**config.mk**
```make
export PLATFORM = sky130hd
export DESIGN_NAME = move_tiros_multi
export DESIGN_NICKNAME = d
export VERILOG_FILES = /design/src/rtl/move_tiros_pkg.sv /design/src/rtl/contador_indice.sv /design/src/rtl/move_tiros_multi.sv
export SDC_FILE = /design/constraint.sdc
export NUM_CORES = 1
export LEC_CHECK = 0
export ABC_AREA = 1
export BUFFER_PORTS_ARGS = -buffer_cell sky130_fd_sc_hd__buf_2
export CORE_MARGIN = 2
export CORE_UTILIZATION = 44
export DETAILED_ROUTE_END_ITERATION = 6
export PLACE_DENSITY = 0.67
export REMOVE_ABC_BUFFERS = 1
export SLEW_MARGIN = 20
export SYNTH_ARGS = -nofsm -noshare
export SYNTH_HDL_FRONTEND = slang
export SYNTH_SLANG_ARGS = --single-unit
export TNS_END_PERCENT = 1
```
**constraint.sdc**
```tcl
create_clock -name clock -period 4.5 [get_ports clock]
set_input_delay 0.9 -clock clock [delete_from_list [all_inputs] [get_ports clock]]
set_output_delay 0.9 -clock clock [all_outputs]
set_load 0.02 [all_outputs]
```
**src/rtl/move_tiros_pkg.sv**
```systemverilog
// rtl/move_tiros_pkg.sv - state codes, direction codes and axis-step helper for move_tiros_multi
package move_tiros_pkg;

  // State encoding, also exported on db_estado
  localparam logic [2:0] ST_INICIO   = 3'd0;
  localparam logic [2:0] ST_ESPERA   = 3'd1;
  localparam logic [2:0] ST_LE       = 3'd2;
  localparam logic [2:0] ST_AVALIA   = 3'd3;
  localparam logic [2:0] ST_ESCREVE  = 3'd4;
  localparam logic [2:0] ST_SINALIZA = 3'd5;

  typedef enum logic [2:0] {
    INICIO   = ST_INICIO,
    ESPERA   = ST_ESPERA,
    LE       = ST_LE,
    AVALIA   = ST_AVALIA,
    ESCREVE  = ST_ESCREVE,
    SINALIZA = ST_SINALIZA
  } estado_e;

  // Direction codes stored in the shot RAM
  localparam logic [2:0] DIR_XP    = 3'd0;
  localparam logic [2:0] DIR_XN    = 3'd1;
  localparam logic [2:0] DIR_YP    = 3'd2;
  localparam logic [2:0] DIR_YN    = 3'd3;
  localparam logic [2:0] DIR_XP_YP = 3'd4;
  localparam logic [2:0] DIR_XP_YN = 3'd5;
  localparam logic [2:0] DIR_XN_YP = 3'd6;
  localparam logic [2:0] DIR_XN_YN = 3'd7;

  // Per-axis movement sense
  localparam logic [1:0] SENT_NONE = 2'd0;
  localparam logic [1:0] SENT_INC  = 2'd1;
  localparam logic [1:0] SENT_DEC  = 2'd2;

  // Returns {sai, novo}: sai flags leaving the screen; novo is the moved
  // coordinate, or the toroidally wrapped one when sai is set. The exit test
  // is done before the add/subtract so nothing wraps in the arithmetic.
  function automatic logic [32:0] passo_eixo(input logic [31:0] coord,
                                             input logic [31:0] max_c,
                                             input logic [1:0]  sentido,
                                             input logic [31:0] passo);
    logic        sai;
    logic [31:0] novo;
    sai  = 1'b0;
    novo = coord;
    case (sentido)
      SENT_INC: begin
        sai  = coord > (max_c - passo);
        novo = sai ? (coord + passo - (max_c + 32'd1)) : (coord + passo);
      end
      SENT_DEC: begin
        sai  = coord < passo;
        novo = sai ? (coord + (max_c + 32'd1) - passo) : (coord - passo);
      end
      default: ;
    endcase
    return {sai, novo};
  endfunction

endpackage

```
**src/rtl/contador_indice.sv**
```systemverilog
// rtl/contador_indice.sv - slot index counter with clear, enable and terminal flag
module contador_indice #(
  parameter int N = 8,
  parameter int W = $clog2(N)
) (
  input  logic         clock,
  input  logic         reset,
  input  logic         clr,
  input  logic         en,
  output logic [W-1:0] idx,
  output logic         ultimo
);

  logic [W-1:0] idx_q, idx_d;

  // Next index: clear wins over increment
  always_comb begin
    idx_d = idx_q;
    if (clr)
      idx_d = '0;
    else if (en)
      idx_d = idx_q + W'(1);
  end

  // Index register
  always_ff @(posedge clock) begin
    if (reset)
      idx_q <= '0;
    else
      idx_q <= idx_d;
  end

  assign idx    = idx_q;
  assign ultimo = (idx_q == W'(N - 1));

endmodule

```
**src/rtl/move_tiros_multi.sv**
```systemverilog
// rtl/move_tiros_multi.sv - multi-slot shot mover; MOVE_TIROS_WRAP_EN makes exiting shots wrap
module move_tiros_multi
  import move_tiros_pkg::*;
#(
  parameter int NUM_TIROS = 8,
  parameter int COORD_W   = 10,
  parameter int X_MAX     = 639,
  parameter int Y_MAX     = 479,
  parameter int PASSO     = 4
) (
  input  logic                             clock,
  input  logic                             reset,
  input  logic                             iniciar,
  output logic [$clog2(NUM_TIROS)-1:0]     mem_addr,
  input  logic [COORD_W-1:0]               mem_rd_x,
  input  logic [COORD_W-1:0]               mem_rd_y,
  input  logic [2:0]                       mem_rd_dir,
  input  logic                             mem_rd_loaded,
  output logic                             mem_we,
  output logic [COORD_W-1:0]               mem_wr_x,
  output logic [COORD_W-1:0]               mem_wr_y,
  output logic                             mem_wr_loaded,
  output logic                             pronto,
  output logic [$clog2(NUM_TIROS+1)-1:0]   ativos,
  output logic [2:0]                       db_estado
);

  localparam int IDX_W = $clog2(NUM_TIROS);
  localparam int CNT_W = $clog2(NUM_TIROS + 1);

  estado_e            state_q, state_d;
  logic               mem_we_q, mem_we_d;
  logic               pronto_q, pronto_d;
  logic [COORD_W-1:0] wr_x_q, wr_x_d, wr_y_q, wr_y_d;
  logic               wr_loaded_q, wr_loaded_d;
  logic [CNT_W-1:0]   cnt_q, cnt_d, ativos_q, ativos_d;
  logic [1:0]         sent_x, sent_y;
  logic [32:0]        res_x, res_y;
  logic               sai;
  logic [IDX_W-1:0]   idx;
  logic               ultimo;
  logic               unused_bits;

  contador_indice #(.N(NUM_TIROS), .W(IDX_W)) u_indice (
    .clock  (clock),
    .reset  (reset),
    .clr    (state_q == SINALIZA),
    .en     ((state_q == ESCREVE) && !ultimo),
    .idx    (idx),
    .ultimo (ultimo)
  );

  // Decode the direction code into per-axis senses and step both axes
  always_comb begin
    sent_x = SENT_NONE;
    sent_y = SENT_NONE;
    case (mem_rd_dir)
      DIR_XP:    sent_x = SENT_INC;
      DIR_XN:    sent_x = SENT_DEC;
      DIR_YP:    sent_y = SENT_INC;
      DIR_YN:    sent_y = SENT_DEC;
      DIR_XP_YP: begin sent_x = SENT_INC; sent_y = SENT_INC; end
      DIR_XP_YN: begin sent_x = SENT_INC; sent_y = SENT_DEC; end
      DIR_XN_YP: begin sent_x = SENT_DEC; sent_y = SENT_INC; end
      DIR_XN_YN: begin sent_x = SENT_DEC; sent_y = SENT_DEC; end
      default: ;
    endcase
    res_x = passo_eixo(32'(mem_rd_x), X_MAX, sent_x, PASSO);
    res_y = passo_eixo(32'(mem_rd_y), Y_MAX, sent_y, PASSO);
    sai   = res_x[32] | res_y[32];
  end

  assign unused_bits = ^{res_x[31:COORD_W], res_y[31:COORD_W]};

  // Sweep sequencer: next state and next value of every registered output
  always_comb begin
    state_d     = state_q;
    mem_we_d    = 1'b0;
    pronto_d    = 1'b0;
    wr_x_d      = wr_x_q;
    wr_y_d      = wr_y_q;
    wr_loaded_d = wr_loaded_q;
    cnt_d       = cnt_q;
    ativos_d    = ativos_q;
    case (state_q)
      INICIO: state_d = ESPERA;
      ESPERA: begin
        if (iniciar) begin
          state_d = LE;
          cnt_d   = '0;
        end
      end
      LE: state_d = AVALIA;
      AVALIA: begin
        state_d  = ESCREVE;
        mem_we_d = mem_rd_loaded;
`ifdef MOVE_TIROS_WRAP_EN
        wr_x_d      = res_x[COORD_W-1:0];
        wr_y_d      = res_y[COORD_W-1:0];
        wr_loaded_d = mem_rd_loaded;
`else
        if (sai) begin
          wr_x_d      = mem_rd_x;
          wr_y_d      = mem_rd_y;
          wr_loaded_d = 1'b0;
        end else begin
          wr_x_d      = res_x[COORD_W-1:0];
          wr_y_d      = res_y[COORD_W-1:0];
          wr_loaded_d = mem_rd_loaded;
        end
`endif
      end
      ESCREVE: begin
        if (mem_we_q && wr_loaded_q)
          cnt_d = cnt_q + CNT_W'(1);
        if (ultimo) begin
          state_d  = SINALIZA;
          pronto_d = 1'b1;
        end else begin
          state_d = LE;
        end
      end
      SINALIZA: begin
        state_d  = ESPERA;
        ativos_d = cnt_q;
      end
      default: state_d = INICIO;
    endcase
  end

  // State and output registers
  always_ff @(posedge clock) begin
    if (reset) begin
      state_q     <= INICIO;
      mem_we_q    <= 1'b0;
      pronto_q    <= 1'b0;
      wr_x_q      <= '0;
      wr_y_q      <= '0;
      wr_loaded_q <= 1'b0;
      cnt_q       <= '0;
      ativos_q    <= '0;
    end else begin
      state_q     <= state_d;
      mem_we_q    <= mem_we_d;
      pronto_q    <= pronto_d;
      wr_x_q      <= wr_x_d;
      wr_y_q      <= wr_y_d;
      wr_loaded_q <= wr_loaded_d;
      cnt_q       <= cnt_d;
      ativos_q    <= ativos_d;
    end
  end

  assign mem_addr      = idx;
  assign mem_we        = mem_we_q;
  assign mem_wr_x      = wr_x_q;
  assign mem_wr_y      = wr_y_q;
  assign mem_wr_loaded = wr_loaded_q;
  assign pronto        = pronto_q;
  assign ativos        = ativos_q;
  assign db_estado     = state_q;

endmodule

```
# == Word level (Yosys, flattened, before mapping) ==
# Index checks and enable logic that the tools add are counted.
# classes
addsub,12
order_cmp,4
n_eq_ne,19
n_mux,20
bitwise_logic,3
n_reduce_logical,15
# ops
op,n
$mux 10,6
$pmux 10 s2,2
$sub 10x3->10 const B,4
$eq 3x3->1 const B,7
$add 10x3->10 const B,2
$lt 10x3->1 const B,2
$pmux 3 s5,1
$eq 3x2->1 const B,4
$reduce_or 3->1,4
$add 10x10->10 const B,1
$add 10x9->10 const B,1
$gt 10x10->1 const B,1
$gt 10x9->1 const B,1
$sub 10x10->10 const B,1
$sub 10x9->10 const B,1
$mux 4,2
$pmux 2 s2,2
$pmux 4 s2,1
$reduce_or 2->1,4
$eq 3x1->1 const B,2
$logic_not 3->1,2
$mux 3,2
$add 4x1->4 const B,1
$eq 2x1->1 const B,2
other kinds (12),17
# totals
register_bits,37
in_bits,27
output_inout_bits,33
wordCells,82

# == Logic depth before layout (Yosys ltp) ==
# Gate-level depths: netlist of run 1.
# logic_depth
word_depth,7
mapped_depth,15
depth_no_buf,15

# == By module ==
# Synthesis of run 1 repeated with hierarchy kept, for this count alone.
# unflattened
cells_unflattened,429
hier_area_um2,2673.8
# by_module_without_submodules
mod,instances,cells_per_inst,area_per_inst_um2,seq_area_each_um2
move_tiros_multi,1,406,2518.7,680.7
contador_indice,1,23,155.1,60.1

# == Least setup slack after synthesis of run 1 ==
# No wires, ideal clock.
# synth_path
path_kind,in2reg
from,input mem_rd_x[2]
to,register wr_x_q[9] (netlist: mem_wr_x[9])
setup_time_ns,0.070
arrival_ns,2.209
required_time_ns,4.430
setup_slack_ns,2.221
stages,15
path_buffers,0
path_cell_list,ha_1 -> nand3_2 -> nor2_4 -> nand2_1 -> nand2_1 -> nand2_1 -> ha_1 -> inv_1 -> nand2_1 -> nand3_1 -> nand2_1 -> or2_0 -> nand2_1 -> nand2_1 -> a21oi_1
# synth_between
elab_chain_len,5
elab_cells_between_ends,13
classes_between,add/sub: 5; order compare: 2; mux: 5; bitwise: 1
# synth_lines
element,line_no,source
"start, declared",move_tiros_multi.sv:15,"input logic [COORD_W-1:0] mem_rd_x,"
$add 10x10->10 or $add 10x3->10 (tied branches),"move_tiros_pkg.sv:54, move_tiros_pkg.sv:50",
$sub 10x3->10 or $sub 10x10->10 (tied branches),"move_tiros_pkg.sv:54, move_tiros_pkg.sv:50",
"$mux 10, on equally long branches","move_tiros_pkg.sv:54, move_tiros_pkg.sv:50",
$pmux 10 s2,move_tiros_pkg.sv:47,case (sentido)
$mux 10 (*),move_tiros_multi.sv:102,if (sai) begin
"end signal, assigned",move_tiros_multi.sv:146,wr_x_q <= wr_x_d;
"end, declared",move_tiros_multi.sv:34,"logic [COORD_W-1:0] wr_x_q, wr_x_d, wr_y_q, wr_y_d;"
# Mark *: on every way between the ends. The rest lies on a longest branch, timed or not.
# A chain may end at the register's enable or synchronous reset.

# == Final worst setup path of run 1 ==
# layout_path
from,input mem_rd_x[2]
to,register wr_y_q[5] (netlist: mem_wr_y[5])
# layout_between
elab_chain_len,4
elab_cells_between_ends,5
classes_between,order compare: 2; mux: 2; bitwise: 1
# layout_lines
element,line_no,source
$lt 10x3->1 or $gt 10x10->1 (tied branches),"move_tiros_pkg.sv:53, move_tiros_pkg.sv:49",
$pmux 1 s2 (*),move_tiros_pkg.sv:47,
$or 1x1->1 (*),move_tiros_multi.sv:70,sai = res_x[32] | res_y[32];
$mux 10 (*),move_tiros_multi.sv:102,
"end signal, assigned",move_tiros_multi.sv:147,wr_y_q <= wr_y_d;
"end, declared",move_tiros_multi.sv:34,
# Marked as above.

==> results of run 1 <==
registers in the layout, summed over array words and instances (netlist names):
signal,count
mem_wr_y,10
u_indice.idx,3
mem_wr_x,10
db_estado,3
mem_we,1
ativos,4
mem_wr_loaded,1
cnt_q,4
pronto,1
through the flow:
stage	area [sq um]	setup WS, ns	hold slack [ns]
after detailed placement	2999	1.660	0.4560
after global routing	3082	1.736	0.4829
final	3082	1.936	0.4666
after floorplan	2595	1.878	0.4649
after CTS	3082	1.958	0.4675
after global placement	2999	1.735	0.4512
cell usage in the layout (no fill, tap or decap), drive strengths merged, types with 2 or more instances in the layout:
cell type,n
dfxtp,37
nor3,7
or2,3
a21oi,36
inv,58
nand3,34
xor2,8
clkinv,2
buf,61
o21ai,31
a32oi,2
ha,11
nand2,113
nor2,66
nand4,4
clkbuf,6
cell families (layout without fill, tap and decap cells):
| family | Yosys count | in the layout | share of synthesized area [%] |
|---|---|---|---|
| AOI/OAI and AO/OA | 74 | 74 | 15.01 |
| buffers and inverters | 71 | 127 | 11.23 |
| and+or+nand+nor | 230 | 230 | 37.98 |
| xor gates and xnor gates | 9 | 9 | 2.947 |
| DFF | 37 | 37 | 27.69 |
| adders and majority gates | 11 | 11 | 5.145 |
final timing paths:
kind,start,end
hold reg to reg,mem_wr_x[6],mem_wr_x[6]
hold / removal,mem_wr_x[6],mem_wr_x[6]
setup / recovery,mem_rd_x[2],mem_wr_y[5]
setup reg to reg,db_estado[2],u_indice.idx[0]
layer usage:
layer,track usage (%),vias to the layer above,routed length [microns]
met5,0,-,0
met4,8.333,0,106
met3,3.187,10,368
met2,33.98,77,3202
met1,30.43,1306,3358
li1,-,1489,-
power breakdown:
group | total (mW) | switching, mW | internal, mW | leakage (nW)
sequential | 0.352 | 0.00988 | 0.342 | 0.300
combinational | 0.200 | 0.135 | 0.0655 | 1.24
clock | 0.227 | 0.119 | 0.107 | 0.0450
total | 0.779 | 0.264 | 0.515 | 1.58
worst min-delay path, delay by kind of cell (launching register included):
family,cells,cell delay [ns]
AO/OA/AOI/OAI,1,0.05
AND/OR/NAND/NOR,1,0.06
flip-flops,1,0.31
area by class of cell:
| type | count | area [sq um] | share of cell area, % |
|---|---|---|---|
| repair buffers | 61 | 310.3 | 10.07 |
| clock inverters | 2 | 10.01 | 0.3248 |
| clock buffers | 6 | 72.57 | 2.355 |
| multi-input cells | 324 | 1634 | 53.02 |
| flip-flops and latches | 37 | 740.7 | 24.04 |
| inverters | 58 | 220.2 | 7.146 |
| well taps | 75 | 93.84 | 3.045 |
==> flow_metrics.py, run 1 <==
metrics = {
    "timing": {
        "worst_slew_pin_slew_ns": 0.7028,
        "clock.fmax_ghz": 0.3900,
        "finalSetupViolations": 0,
        "skew_ns": 0.003198,
        "rsz0062_at_grt": "no",
        "min_period_ns": 2.564,
        "hold_violations": 0,
        "period_share_pct": 56.97,
        "fin_tns_setup_ns": 0,
        "relSlewSlack_pct": 52.79,
        "drv_slew": 0,
    },
    "power": {
        "power_leakage_nw": 1.582,
        "pwr_density_cell_nw_per_um2": 252.7,
        "total_power_mw": 0.7788,
        "vdd_drop_max_mv": 0.1290,
    },
    "placement": {
        "globalplace.congestion": 0.9220,
        "dpl.cell_count": 555,
        "hpwl_mm": 5.406,
        "port_buffers": 59,
    },
    "floorplan": {
        "die-area_sq_um": 6719,
        "ioPinCount": 60,
        "dieWidth_microns": 81.97,
        "core.rowCount": 28,
        "initial_core_util_pct": 45.45,
        "core-area_sq_um": 5886,
        "die_h_microns": 81.97,
    },
    "routing": {
        "routed_wl_mm": 7.036,
        "routed-via-count": 2882,
        "wl_per_cell_microns": 12.50,
        "avgViaCountPerCell": 5.119,
        "postRouteAntennaNets": 0,
        "first_pass_iters": 4,
        "drt_iter0_drc": 126,
        "post-route-drc-count": 0,
    },
    "finish": {
        "nets": 525,
        "diodes": 0,
        "fillers": 629,
        "area_delta_synth_final_pct": 15.20,
        "drive_gt1_share_pct": 19.67,
        "final_cells": 563,
        "utilization_pct": 52.36,
    },
    "yosys": {
        "synth_top_area_share_pct": 27.69,
        "synth_commonest_cells": "nand2_1, nor2_1, inv_1, dfxtp_1, a21oi_1",
        "ys_types": 38,
        "synth_ff_type": "dfxtp_1",
        "async_reset_ff_share_pct": 0,
        "synth_area_sq_um": 2675,
        "netlist_instances": 432,
        "synth.most_common_cell": "nand2_1",
        "yosysTopAreaCell": "dfxtp_1",
        "synth_edf_count": 0,
        "synth_area_leaders": "dfxtp_1, nand2_1, nor2_1",
        "yosys_register_bits": 37,
        "ys_seq_area_share_pct": 27.69,
        "yosysWarnings": 0,
        "synth_area_per_cell_sq_um": 6.192,
    },
    "worst_hold_path": {
        "hold_class": "reg2reg",
        "hold_depth": 2,
    },
    "cts": {
        "cts_tree": "built",
        "cts_root_buf": "clkbuf_8",
        "ctsResizeCount": 0,
        "clock-sinks": 37,
        "cts_made_buffers": 5,
        "cts-hold-fix-buffers": 0,
        "post_cts_buffers": 0,
        "clk_latency_ns": 0.29,
        "cts_buffer_depth": 2,
        "htree_levels": 2,
        "cts.clk_slew.worst_paths_ns": 0.07,
    },
    "critical_path": {
        "crit_required_ns": 4.69,
        "path_cells": "buf_2 -> inv_1 -> ha_1 -> inv_1 -> nor2_1 -> nand3_2 -> nand3_1 -> nand2_1 -> nor2_2 -> nand2_2 -> a21oi_1 -> nand2_1 -> nand2_1 -> inv_1",
        "cp-end-kind": "flop",
        "crit_slowest_cell": "nor2_2",
        "worstPathArrival_ns": 2.75,
        "reg2reg_depth": 5,
        "ff2ff_setup_slack_ns": 2.90,
        "worstPathMaxFanout": 11,
        "crit_cells": 14,
        "critPathTopFamily": "simple AND/OR/NAND/NOR gates",
        "crit_path_max_incr_delay_ns": 0.40,
        "crit_type": "in2reg",
        "cp-start-kind": "input port",
        "worst-path-buf-inv": 4,
    },
    "job": {
        "maxCapViolCount": 0,
    },
    "global_routing": {
        "grt_use_total_pct": 21.88,
        "grt_antenna_before_repair": 0,
        "grt_pass1_vias": 2543,
        "grt_max_degree": 26,
        "grt_pass1_wl_mm": 11.66,
        "gr-total-overflow": 0,
    },
    "outcome": {
        "status": "finished clean",
    },
}
Note: power is estimated with default switching activity, not from simulation.
==> run 2, diff against run 1 <==
--- a/config.mk
+++ b/config.mk
@@ -10,7 +10,7 @@
 export CORE_MARGIN = 2
 export CORE_UTILIZATION = 44
 export DETAILED_ROUTE_END_ITERATION = 6
-export PLACE_DENSITY = 0.67
+export PLACE_DENSITY = 0.7
 export REMOVE_ABC_BUFFERS = 1
 export SLEW_MARGIN = 20
 export SYNTH_ARGS = -nofsm -noshare
==> constraint.sdc (replaced) <==
create_clock -name clock -period 2.1 [get_ports clock]
set_input_delay 0.42 -clock clock [delete_from_list [all_inputs] [get_ports clock]]
set_output_delay 0.42 -clock clock [all_outputs]
set_load 0.02 [all_outputs]
==> run 2 against run 1 <==
Compared with the run above:
- register-to-register slack lost 2.4 ns
- worst hold slack lost 0.096 ns
- die area unchanged
- clock power grew 140%
- sequential share of layout area shrank 0.65 points
- critical path type unchanged
- critical endpoint is now mem_wr_x[9]
- largest cell class unchanged
==> flow_metrics.py, run 2 (synthesis results as in run 1) <==
metrics = {
    "floorplan": {
        "die-area_sq_um": 6719,
        "initial_core_util_pct": 45.45,
        "die_h_microns": 81.97,
        "core-area_sq_um": 5886,
        "ioPinCount": 60,
        "dieWidth_microns": 81.97,
        "core.rowCount": 28,
    },
    "routing": {
        "drt_iter0_drc": 89,
        "first_pass_iters": 5,
        "avgViaCountPerCell": 4.969,
        "routed_wl_mm": 6.772,
        "routed-via-count": 2842,
        "postRouteAntennaNets": 0,
        "wl_per_cell_microns": 11.84,
        "post-route-drc-count": 0,
    },
    "timing": {
        "skew_ns": 0.007067,
        "rsz0062_at_grt": "no",
        "drv_slew": 0,
        "clock.fmax_ghz": 0.5619,
        "worst_slew_pin_slew_ns": 0.5850,
        "relSlewSlack_pct": 60.70,
        "hold_violations": 0,
        "finalSetupViolations": 0,
        "worst_slack_ns": 0.3202,
        "min_period_ns": 1.780,
        "period_share_pct": 84.75,
    },
    "global_routing": {
        "grt_max_degree": 19,
        "grtUsageMet3_pct": 2.747,
        "grt_util_met1_pct": 28.10,
        "grt_antenna_before_repair": 0,
        "grt_pass1_vias": 2545,
        "grt_use_met2_pct": 33.41,
        "gr-total-overflow": 0,
        "grt_use_total_pct": 20.99,
        "grt_pass1_wl_mm": 11.18,
        "grt.busiest_layer": "met2",
    },
    "critical_path": {
        "worstPathArrival_ns": 2.00,
        "worstPathMaxFanout": 5,
        "crit_type": "in2reg",
        "crit_required_ns": 2.32,
        "cp-start-kind": "input port",
        "cp-end-kind": "flop",
    },
    "cts": {
        "cts_root_buf": "clkbuf_8",
        "clk_latency_ns": 0.29,
        "cts.clk_slew.worst_paths_ns": 0.07,
        "post_cts_buffers": 0,
        "clock-sinks": 37,
        "cts_tree": "built",
        "cts-hold-fix-buffers": 0,
        "ctsResizeCount": 0,
        "cts_buffer_depth": 2,
        "htree_levels": 2,
        "cts_made_buffers": 5,
    },
    "power": {
        "pwr_density_cell_nw_per_um2": 547.9,
        "vdd_drop_max_mv": 0.3485,
        "total_power_mw": 1.736,
        "power_leakage_nw": 1.635,
    },
    "outcome": {
        "status": "finished clean",
    },
    "placement": {
        "dpl_cell_area_sq_um": 3067,
        "globalplace.congestion": 0.9023,
        "preCtsSetupSlack_ns": 0.03488,
        "hpwl_mm": 5.325,
        "port_buffers": 59,
        "dpl.cell_count": 564,
    },
    "finish": {
        "nets": 534,
        "fillers": 615,
        "drive_gt1_share_pct": 21.33,
        "area_delta_synth_final_pct": 18.43,
        "diodes": 0,
        "layout_commonest_cell": "nand2_1",
        "design_area_sq_um": 3168,
        "layout_common_cells": "nand2_1, buf_2, nor2_1",
        "final_cells": 572,
    },
    "job": {
        "maxCapViolCount": 0,
    },
    "worst_hold_path": {
        "hold_class": "in2reg",
    },
}
## run 2: changes by cell type in the layout (fill, tap and decap cells not counted)
cell | previous run | this run
clkbuf_8 | 5 | 7
clkinv_2 | 2 | 1
clkbuf_1 | 1 | 0
buf_4 | 2 | 11
## run 2: path summary, 6_finish.rpt
| path | depth (start not counted) | startpoint | to | slack (ns) |
|---|---|---|---|---|
| min | 3 | mem_rd_loaded | mem_we | 0.37 |
| max | 16 | mem_rd_x[2] | mem_wr_x[9] | 0.32 |
| max reg2reg | 5 | db_estado[2] | u_indice.idx[0] | 0.45 |
| min reg2reg | 2 | mem_wr_x[3] | mem_wr_x[3] | 0.47 |
## run 2: final cells by class
| type | count | area [sq um] | area share, % |
|---|---|---|---|
| clock buffer | 7 | 96.34 | 3.041 |
| multi-input combinational | 324 | 1634 | 51.58 |
| timing repair buffer | 70 | 377.9 | 11.93 |
| clock inverter | 1 | 5.005 | 0.1580 |
| inverter | 58 | 220.2 | 6.951 |
| sequential | 37 | 740.7 | 23.38 |
| tap | 75 | 93.84 | 2.962 |
## run 2: power breakdown
group | internal [mW] | leakage (nW) | switching (mW)
Sequential | 0.733 | 0.300 | 0.0218
Combinational | 0.154 | 1.28 | 0.286
Clock | 0.296 | 0.0542 | 0.245
## run 2: through the flow
step | util, % | setup TNS, ns | hold WS [ns]
2_1_floorplan | - | -0.1053 | 0.4649
3_3_place_gp | 52.10 | 0 | 0.4513
3_5_place_dp | 52.10 | 0 | 0.4592
4_1_cts | 53.83 | 0 | 0.3639
5_1_grt | 53.83 | 0 | 0.3784
6_report | 53.83 | 0 | 0.3703
## run 2: layer usage
metal	wire length [microns]	part of all wire, %
met5	0	0
met2	3088	46
met3	284	4.2
met4	142	2.1
met1	3257	48
## run 2: critical path, cell delays in order
cell	delay (ns)
buf_2	0.13
ha_1	0.20
nand3_2	0.13
nor2_4	0.14
nand2_1	0.06
nand2_1	0.05
nand2_1	0.07
ha_1	0.19
inv_1	0.04
nand2_1	0.06
nand3_1	0.07
nand2_1	0.05
or2_0	0.19
nand2_1	0.06
nand2_1	0.05
a21oi_1	0.11
==> run 3, diff against run 2 <==
==> constraint.sdc (replaced) <==
create_clock -name clock -period 1.4 [get_ports clock]
set_input_delay 0.28 -clock clock [delete_from_list [all_inputs] [get_ports clock]]
set_output_delay 0.28 -clock clock [all_outputs]
set_load 0.02 [all_outputs]
==> run 3 against run 2 <==
Compared with the run above:
- the run now ends with negative setup slack left
- flip-flop and latch count stayed put
- setup slack worse by 0.43 ns
- die area stayed put
- via count is 14% higher
- worst hold slack worse by 0.16 ns
- wire length is 22% higher
- largest cell class unchanged
- highest routed layer unchanged
==> flow_metrics.py, run 3 (synthesis results as in run 1) <==
metrics = {
    "outcome": {
        "status": "finished, violations left",
        "violations": "negative setup slack",
    },
    "cts": {
        "cts.clk_slew.worst_paths_ns": 0.07,
        "cts_buffer_depth": 2,
        "cts_made_buffers": 5,
        "clock-sinks": 37,
        "clk_latency_ns": 0.29,
        "cts_root_buf": "clkbuf_8",
        "cts-hold-fix-buffers": 0,
        "cts_tree": "built",
        "htree_levels": 2,
    },
    "placement": {
        "dpl.cell_count": 626,
        "port_buffers": 59,
        "hpwl_mm": 6.009,
        "globalplace.congestion": 0.8890,
    },
    "timing": {
        "clock.fmax_ghz": 0.6604,
        "rsz0062_at_grt": "yes",
        "period_share_pct": 108.2,
        "relSlewSlack_pct": 77.67,
        "skew_ns": 0.005705,
        "holdWs_ns": 0.2146,
        "worst_slew_pin_slew_ns": 0.3345,
        "worst_slack_ns": -0.1142,
        "min_period_ns": 1.514,
        "hold_violations": 0,
        "finalSetupViolations": 13,
        "drv_slew": 0,
    },
    "power": {
        "power_leakage_nw": 2.023,
        "net-switching-power_mw": 0.9290,
        "p_sw_share_pct": 33.61,
        "total_power_mw": 2.764,
        "pwr_density_cell_nw_per_um2": 689.7,
        "clockPowerShare_pct": 25.8,
        "intPower_mw": 1.835,
        "p_comb_share_pct": 33.3,
        "sequentialPowerShare_pct": 40.9,
        "vdd_drop_max_mv": 0.5177,
    },
    "floorplan": {
        "die_h_microns": 81.97,
        "ioPinCount": 60,
        "core-area_sq_um": 5886,
        "core.rowCount": 28,
        "die-area_sq_um": 6719,
        "dieWidth_microns": 81.97,
        "initial_core_util_pct": 45.45,
    },
    "routing": {
        "routed-via-count": 3233,
        "wl_per_cell_microns": 12.83,
        "postRouteAntennaNets": 0,
        "first_pass_iters": 4,
        "routed_wl_mm": 8.286,
        "avgViaCountPerCell": 5.005,
        "drt_iter0_drc": 175,
        "post-route-drc-count": 0,
    },
    "finish": {
        "diodes": 0,
        "final_cells": 646,
        "nets": 608,
        "layout_commonest_cell": "nand2_1",
        "drive_gt1_share_pct": 39.93,
        "fillers": 518,
        "utilization_pct": 68.09,
        "layout_common_cells": "nand2_1, buf_4, buf_2",
        "area_delta_synth_final_pct": 49.81,
    },
    "critical_path": {
        "worst-path-buf-inv": 1,
        "crit_required_ns": 1.58,
        "crit_path_max_incr_delay_ns": 0.31,
        "path_cells": "buf_12 -> ha_4 -> nand3_4 -> nor2_4 -> nand2_1 -> nand2_1 -> nand2_1 -> ha_2 -> nand3_1 -> nand3_1 -> nand4_1 -> nand3_1 -> a21oi_1",
        "cp-end-kind": "flop",
        "critPathTopFamily": "simple AND/OR/NAND/NOR gates",
        "worstPathArrival_ns": 1.69,
        "crit_type": "in2reg",
        "cp-start-kind": "input port",
        "worstPathMaxFanout": 4,
        "crit_slowest_cell": "ha_2",
    },
    "global_routing": {
        "gr-total-overflow": 0,
        "grt_antenna_before_repair": 0,
        "grt_use_total_pct": 25.30,
        "grt_pass1_vias": 3090,
        "grt_pass1_wl_mm": 13.43,
        "grt_max_degree": 19,
    },
    "worst_hold_path": {
        "hold_class": "in2reg",
    },
    "job": {
        "maxCapViolCount": 0,
    },
}
==> run 3: cell count changes in the layout (fill, tap and decap cells not counted), sizes merged <==
| cell | previous run | this run |
|---|---|---|
| buf | 70 | 142 |
| clkinv | 1 | 2 |
| nand3 | 34 | 35 |
==> run 3: power by group through the flow <==
| stage | Combinational [mW] | Clock [mW] | Sequential [mW] |
|---|---|---|---|
| 6_report | 0.922 | 0.712 | 1.13 |
| 3_3_place_gp | 0.772 | 0 | 1.15 |
| 2_1_floorplan | 0.366 | 0 | 1.20 |
| 4_1_cts | 0.863 | 0.732 | 1.13 |
| 5_1_grt | 1.01 | 0.778 | 1.13 |
| 3_5_place_dp | 0.784 | 0 | 1.15 |
==> run 3: what timing repair did <==
item	in CTS	in global routing
cloned	1	0
pin swaps	27	22
setup buffers	7	4
hold endpoints to repair	0	0
gates resized for setup	57	30
setup endpoints to repair	17	31
==> run 3: path summary, 6_finish.rpt <==
check	startpoint	end	slack [ns]	depth (start not counted)
worst min register to register	mem_wr_x[3]	mem_wr_x[3]	0.46	2
worst max-delay path	mem_rd_x[2]	mem_wr_x[8]	-0.11	13
worst min-delay path	mem_rd_loaded	mem_we	0.21	3
worst max register to register	db_estado[0]	mem_wr_loaded	0.05	8
==> run 3: stage by stage <==
step	area, sq um	setup WS (ns)	setup TNS, ns
floorplan	2595	-0.7267	-13.58
global placement	3532	-0.4684	-6.830
detailed placement	3532	-0.4906	-7.539
CTS	3886	-0.04502	-0.2737
global route	4008	-0.2142	-2.162
finish	4008	-0.1142	-0.5810
==> run 3: worst min-delay path, delay by kind of cell <==
family        cells  cell delay [ns]
simple gates      1             0.05
buf+inv           2             0.13
==> run 3: per-layer routing <==
layer | routed length [microns] | GRT usage (%)
met1 | 3613 | 31.27
met2 | 4095 | 44.39
met3 | 326 | 3.407
met4 | 251 | 9.500
met5 | 0 | 0
==> run 3: final cells by class <==
| class | instances | area [sq um] | share of cell area (%) |
|---|---|---|---|
| Timing Repair Buffer | 143 | 969.7 | 24.20 |
| Tap cell | 75 | 93.84 | 2.342 |
| Clock inverter | 2 | 10.01 | 0.2498 |
| Clock buffer | 6 | 72.57 | 1.811 |
| Inverter | 58 | 230.2 | 5.745 |
| Sequential cell | 37 | 742.0 | 18.51 |
| Multi-Input combinational cell | 325 | 1889 | 47.14 |
